===== src/rtl/shift_add_mult5.sv =====
// 5x5 unsigned shift-and-add multiplier: one shared 5-bit ripple adder, five iterations.
// Optional zero-operand bypass selected by defining SHIFT_ADD_MULT5_ZERO_BYPASS_EN.

module adder5 (
    input  logic [4:0] a,
    input  logic [4:0] b,
    input  logic       cin,
    output logic [4:0] s,
    output logic       cout
);
    logic [5:0] c;

    assign c[0] = cin;

    generate
        for (genvar gi = 0; gi < 5; gi++) begin : g_fa
            assign s[gi]   = a[gi] ^ b[gi] ^ c[gi];
            assign c[gi+1] = (a[gi] & b[gi]) | (c[gi] & (a[gi] ^ b[gi]));
        end
    endgenerate

    assign cout = c[5];
endmodule

module shift_add_mult5 (
    input  logic       clk,
    input  logic       reset,
    input  logic       start,
    input  logic [4:0] x,
    input  logic [4:0] y,
    output logic       busy,
    output logic       done,
    output logic [9:0] produto
);
    typedef enum logic [1:0] {IDLE, RUN, DONE} state_t;

    state_t     state_reg;
    logic [4:0] mcand_reg;
    logic [4:0] mplier_reg;
    logic [4:0] acc_reg;
    logic [2:0] count_reg;
    logic [9:0] produto_reg;
    logic       busy_reg;
    logic       done_reg;

    logic [4:0] addend;
    logic [4:0] sum;
    logic       cout;
    logic [4:0] acc_next;
    logic [4:0] mplier_next;
    logic       bypass;

    assign addend = mplier_reg[0] ? mcand_reg : 5'd0;

    adder5 u_adder (
        .a    (acc_reg),
        .b    (addend),
        .cin  (1'b0),
        .s    (sum),
        .cout (cout)
    );

    // Shift {cout, sum, mplier} right by one each iteration.
    assign acc_next    = {cout, sum[4:1]};
    assign mplier_next = {sum[0], mplier_reg[4:1]};

`ifdef SHIFT_ADD_MULT5_ZERO_BYPASS_EN
    assign bypass = (x == 5'd0) || (y == 5'd0);
`else
    assign bypass = 1'b0;
`endif

    always_ff @(posedge clk or posedge reset) begin
        if (reset) begin
            state_reg   <= IDLE;
            mcand_reg   <= 5'd0;
            mplier_reg  <= 5'd0;
            acc_reg     <= 5'd0;
            count_reg   <= 3'd0;
            produto_reg <= 10'd0;
            busy_reg    <= 1'b0;
            done_reg    <= 1'b0;
        end else begin
            case (state_reg)
                IDLE: begin
                    if (start) begin
                        mcand_reg  <= x;
                        mplier_reg <= y;
                        acc_reg    <= 5'd0;
                        count_reg  <= 3'd0;
                        if (bypass) begin
                            // Bypass enters DONE with done low; it rises on the next edge.
                            state_reg   <= DONE;
                            produto_reg <= 10'd0;
                            done_reg    <= 1'b0;
                        end else begin
                            state_reg <= RUN;
                            busy_reg  <= 1'b1;
                        end
                    end
                end
                RUN: begin
                    acc_reg    <= acc_next;
                    mplier_reg <= mplier_next;
                    count_reg  <= count_reg + 3'd1;
                    if (count_reg == 3'd4) begin
                        produto_reg <= {acc_next, mplier_next};
                        state_reg   <= DONE;
                        busy_reg    <= 1'b0;
                        done_reg    <= 1'b1;
                    end
                end
                DONE: begin
                    if (done_reg) begin
                        done_reg  <= 1'b0;
                        state_reg <= IDLE;
                    end else begin
                        done_reg <= 1'b1;
                    end
                end
                default: begin
                    state_reg <= IDLE;
                    busy_reg  <= 1'b0;
                    done_reg  <= 1'b0;
                end
            endcase
        end
    end

    assign busy    = busy_reg;
    assign done    = done_reg;
    assign produto = produto_reg;
endmodule


===== config.mk =====
export PLATFORM = sky130hd
export DESIGN_NAME = shift_add_mult5
export DESIGN_NICKNAME = d
export VERILOG_FILES = /design/src/rtl/shift_add_mult5.sv
export SDC_FILE = /design/constraint.sdc
export NUM_CORES = 1
export LEC_CHECK = 0
export CORE_ASPECT_RATIO = 1.1
export CORE_MARGIN = 4
export CORE_UTILIZATION = 54
export DETAILED_ROUTE_END_ITERATION = 10
export PLACE_DENSITY_LB_ADDON = 0.25
export SETUP_SLACK_MARGIN = 0.4
export SLEW_MARGIN = 20
export SYNTH_ARGS = -nofsm -noshare
export SYNTH_HDL_FRONTEND = slang
export SYNTH_HIERARCHICAL = 1
export SYNTH_SLANG_ARGS = --single-unit

===== constraint.sdc =====
create_clock -name clk -period 2.95 [get_ports clk]
set_input_delay 0.4425 -clock clk [delete_from_list [all_inputs] [get_ports clk]]
set_output_delay 0.4425 -clock clk [all_outputs]
set_load 0.01 [all_outputs]

Word-level counts from Yosys, hierarchy flattened
Cells that the tools add are included.

storage, ports and cells
  memory bits (writable) = 0
  memories kept = 0
  bits in latches = 0
  output and inout port bits = 12
  word-level logic and storage cells = 64
  register bits after elaboration = 32
  input bits = 13
  ROM bits = 0

operators by class
  $mul = 0
  eq/ne operators = 6
  bitwise logic cells = 24
  shifts and indexed selects = 0
  mux-type cells = 17
  $lt $le $gt $ge = 0
  $add $sub $neg = 1
  div/mod/pow operators = 0
  reductions and logical operators = 8

operators with widths
  kind                                                  number
  case mux 5 bit (2 select lines)                       2
  2-to-1 mux 5 bit                                      3
  AND 1 bit                                             9
  XOR 1 bit                                             9
  AND reduction 2 bit                                   4
  2-to-1 mux 2 bit                                      3
  inequality test 2 bit (second input constant)         3
  case mux 1 bit (3 select lines)                       2
  case mux 2 bit (3 select lines)                       1
  case mux 3 bit (2 select lines)                       1
  AND reduction 3 bit                                   2
  2-to-1 mux 1 bit                                      4
  bitwise OR 1 bit                                      4
  adder 3 x 1 -> 3 bit (second input constant)          1
  equality test 3 bit (second input constant)           1
  2-to-1 mux 3 bit                                      1
  equality test 2 x 1 -> 1 bit (second input constant)  1
  equality test 2 bit (second input constant)           1
  zero test 2 bit                                       1
  inverter 1 bit                                        2
  nonzero test 2 bit                                    1

Logic depth before layout (Yosys ltp)
  depth in word-level cells = 11
  depth in mapped cells = 12
  depth with buffers taken out = 12

Modules after synthesis
The synthesis kept the hierarchy.

by module, submodules not included
  module           seq. area each (µm²)  times used  cells an instance  area each (µm²)
  shift_add_mult5  800.8                 1           138                1666.6
  adder5           0.0                   1           15                 137.6

Least setup slack after synthesis
Ideal clock, no wire load.

  kind = register to register
  from = register mplier_reg[0]
  to = register acc_reg[3]
  buffers on the path = 0
  clock period less this slack = 2.702 ns
  stages on the path, launching flop included = 13
  slack = 0.248 ns
  library setup time = 0.083 ns
  arrival time = 2.619 ns
  data required time = 2.867 ns
  path through = dfrtp_1 and2_1 fa_1 inv_1 fa_1 inv_1 fa_1 fa_1 inv_1 fa_1 inv_1 mux2i_1 o21ai_0

on the way
  longest elaborated chain between the ends = 10
  elaborated cells between the ends (all ways) = 17
  those cells by class = mux: 2; bitwise: 15

RTL lines
  what                             RTL line  source
  start: declaration               39        logic [4:0] mplier_reg;
  start signal: assignment         88        mplier_reg <= y;
  start signal: assignment         104       mplier_reg <= mplier_next;
  2-to-1 mux 5 bit                 53        assign addend = mplier_reg[0] ? mcand_reg : 5'd0;
  via addend[0]                    46        logic [4:0] addend;
  AND 1 bit (2 in series)          18        assign c[gi+1] = (a[gi] & b[gi]) | (c[gi] & (a[gi] ^ b[gi]));
  bitwise OR 1 bit                 18
  AND 1 bit                        18
  bitwise OR 1 bit                 18
  AND 1 bit                        18
  bitwise OR 1 bit                 18
  XOR 1 bit                        17        assign s[gi] = a[gi] ^ b[gi] ^ c[gi];
  via sum[4]                       47        logic [4:0] sum;
  case mux 5 bit (2 select lines)  84        case (state_reg)
  end signal: assignment           103       acc_reg <= acc_next;
  end: declaration                 40        logic [4:0] acc_reg;

The timed path passes the listed nets, and every way through them passes these cells.
A chain may end at the register's enable or synchronous reset.

Worst setup path in the final report
Same ends and word-level chain as after synthesis.

==> flow_metrics.py <==
metrics = {
    "worst_setup_path": {
        "r2r_slack_ps": 340,
        "cp_max_fo": 3,
        "crit_required_ps": 3200,
        "crit_slowest_cell": "fa_1",
        "critical_path.startpoint_type": "register",
        "worstPathCellList": "and2_4 > fa_2 > inv_2 > fa_2 > inv_2 > fa_2 > fa_2 > inv_2 > fa_1 > inv_2 > mux2i_1 > o21ai_1",
        "worstSetupPathType": "register to register",
        "end_kind": "register",
        "slowest_delay_ps": 410,
        "r2r_end": "acc_reg[3]$_DFFE_PP0P_",
        "reg2reg_depth": 12,
        "r2r_start": "mplier_reg[0]$_DFFE_PP0P_",
        "critical_path_arrival_ps": 2860,
    },
    "global_routing": {
        "grt_util_met2": 0.373,
        "grt_pass1_vias": 1397,
        "grt_pass1_wl_microns": 6400,
        "antenna_found_initial": 0,
        "grt_max_degree": 18,
        "grt_use_met3": 0.0502,
        "grt_overflow": 0,
        "met1_usage": 0.206,
        "grt_busiest_layer": "met2",
        "grt_usage": 0.195,
    },
    "finish": {
        "multi_input_area_sq_um": 895,
        "largest_register_ffs": 10,
        "fill_cells": 248,
        "drive_above_1_share": 0.265,
        "register_area_sq_um": 801,
        "areaGrowthSynthToFinish_pct": 17.9,
        "nets": 204,
        "n_antenna_cell": 0,
    },
    "timing": {
        "hold_viol": 0,
        "min_period_ps": 2610,
        "finalMaxSlewViolations": 0,
        "setup_viol": 0,
        "max_freq_ghz": 0.383,
        "slew_headroom": 0.566,
        "final.setup_skew_ps": 10.3,
        "fin_tns_setup_ps": 0,
        "rsz0062_at_grt": "yes",
        "worst_pin_slew_ps": 650,
        "finalCritPeriodShare": 0.884,
        "setup_ws_ps": 342,
    },
    "floorplanning": {
        "fp.coreArea_sq_um": 3130,
        "num_rows": 21,
        "die_y_microns": 68.6,
        "die_area_sq_um": 4330,
        "initial_core_util": 0.577,
        "ios": 25,
        "die_w_microns": 63.1,
    },
    "synthesis": {
        "synthArstFlopShare": 1.00,
        "synthFlopType": "dfrtp_1",
        "yosysUniqueCellTypes": 33,
        "syn-num-nets": 177,
        "synth_warnings": 6,
        "netlist_area_sq_um": 1800,
        "ys_ff_latch": 32,
        "ys_seq_area_frac": 0.444,
        "synth.avg_cell_area_sq_um": 11.8,
        "synthCells": 153,
        "synth_edf_count": 0,
    },
    "clock_tree": {
        "clk_latency_ps": 330,
        "path_clk_slew_ps": 100,
        "cts_tree": "yes",
        "cts_buffer_depth": 2,
        "cts_made_buffers": 5,
        "htreeDepth": 2,
        "cts.sink_count": 32,
        "cts_root_buf": "clkbuf_4",
    },
    "power": {
        "irDropWorstVdd_uv": 610,
        "power_uw": 2370,
        "power_leakage_uw": 0.000901,
        "power.density_nw_per_um2": 1120,
    },
    "place": {
        "place_ws_ps": 261,
        "globalplace.congestion": 0.824,
        "portBuffers": 24,
        "dp_hpwl_microns": 2650,
    },
    "run_status": {
        "status": "finished, final reports clean",
    },
    "hold_path": {
        "hp-class": "primary input to asynchronous set/reset pin",
    },
    "job": {
        "maxCapViolCount": 0,
    },
    "detailed_routing": {
        "viasPerCell": 5.94,
        "first_pass_iters": 4,
        "wire_per_inst_microns": 16.7,
        "drc": 0,
        "drt_iter0_markers": 47,
        "wirelength_microns": 3590,
        "vias": 1277,
        "ant_nets": 0,
    },
}
[power breakdown]
group / switching (uW) / internal [uW] / leakage, uW / total, uW
Sequential: 155 / 642 / 0.000392 / 798
Clock: 146 / 118 / 0.0000326 / 264
Combinational: 633 / 679 / 0.000476 / 1310
[layout by cell type (no fill, tap or decap), types with 2 or more instances in the layout]
cell / instances
nand2_1: 3
o21ai_0: 8
clkbuf_1: 2
clkdlybuf4s50_1: 24
nand3b_1: 2
inv_1: 11
dfrtp_1: 32
o32a_2: 2
nor3b_1: 2
mux2i_1: 6
clkbuf_4: 5
a22oi_1: 6
o22ai_1: 10
and2_1: 4
ha_1: 6
fa_2: 4
buf_4: 4
mux2_2: 19
a21oi_1: 7
inv_2: 5
[worst max path at each step]
stage	from	endpoint	slack [ps]	depth (start not counted)
after detailed placement	mplier_reg[0]$_DFFE_PP0P_	acc_reg[3]$_DFFE_PP0P_	260	12
after floorplan	acc_reg[0]$_DFFE_PP0P_	acc_reg[3]$_DFFE_PP0P_	420	11
after global placement	mplier_reg[0]$_DFFE_PP0P_	acc_reg[3]$_DFFE_PP0P_	320	12
after CTS	mplier_reg[0]$_DFFE_PP0P_	acc_reg[3]$_DFFE_PP0P_	320	12
final	mplier_reg[0]$_DFFE_PP0P_	acc_reg[3]$_DFFE_PP0P_	340	12
after global routing	mplier_reg[0]$_DFFE_PP0P_	acc_reg[3]$_DFFE_PP0P_	250	12
[per-stage QoR]
stage | util | hold WS (ps) | cells | area, sq um
final | 0.680 | 501 | 215 | 2130
after global routing | 0.680 | 532 | 215 | 2130
after CTS | 0.680 | 510 | 215 | 2130
after detailed placement | 0.661 | 486 | 207 | 2070
after global placement | 0.661 | 476 | 207 | 2070
after floorplan | - | 471 | 153 | 1820
[synthesized netlist by cell type, types with 2 or more instances]
cell | n | area [sq um]
buf_6 | 4 | 45.0
inv_1 | 16 | 60.1
dfrtp_1 | 32 | 801
mux2i_1 | 6 | 60.1
o21ai_0 | 9 | 45.0
o22ai_1 | 10 | 62.6
ha_1 | 6 | 75.1
and2_1 | 5 | 31.3
nor3b_1 | 2 | 15.0
clkbuf_1 | 3 | 11.3
fa_1 | 5 | 100
o32a_2 | 2 | 22.5
nand2_1 | 3 | 11.3
a21oi_1 | 7 | 35.0
mux2_2 | 19 | 214
nand3b_1 | 2 | 15.0
a22oi_1 | 6 | 45.0
[worst max-delay path: cells and delay by family, from the launching register on]
family / cells / cell delay [ps]
adder cells (fa/ha/maj): 5 / 1590
flip-flops: 1 / 390
buffers and inverters: 4 / 230
AND/OR/NAND/NOR: 1 / 160
AO/OA/AOI/OAI: 1 / 110
multiplexers: 1 / 70
[layer usage]
metal / share of wire / vias up / routed length (microns)
met5: 0 / - / 0
li1: - / 594 / -
met1: 0.41 / 641 / 1480
met2: 0.53 / 34 / 1890
met4: 0.019 / 0 / 68
met3: 0.043 / 8 / 154
[cell families (layout without fill, tap and decap cells)]
| kind of cell | after synthesis | in the layout | synth area share |
|---|---|---|---|
| AO/OA/AOI/OAI | 37 | 37 | 0.136 |
| flip-flops | 32 | 32 | 0.444 |
| multiplexers | 27 | 27 | 0.166 |
| buffers and inverters | 24 | 52 | 0.0673 |
| AND/OR/NAND/NOR | 20 | 20 | 0.0825 |
| adder cells (fa/ha/maj) | 11 | 11 | 0.0971 |
| other | 1 | 1 | 0.00208 |
| XOR/XNOR | 1 | 1 | 0.00486 |
[cell type report]
cell class                 count  area share
inverter                      16      0.0282
timing repair buffer          28       0.127
tap                           34      0.0200
clock buffer                   8      0.0276
sequential                    32       0.376
multi-input combinational     97       0.421
[what timing repair did]
action / 4_1_cts / 5_1_grt
setup buffers: 0 / 0
hold buffers: 0 / 0
pin swaps: 4 / 1
resized for setup: 1 / 1
setup endpoints to repair: 3 / 4
(Power assumes the default switching activity.)
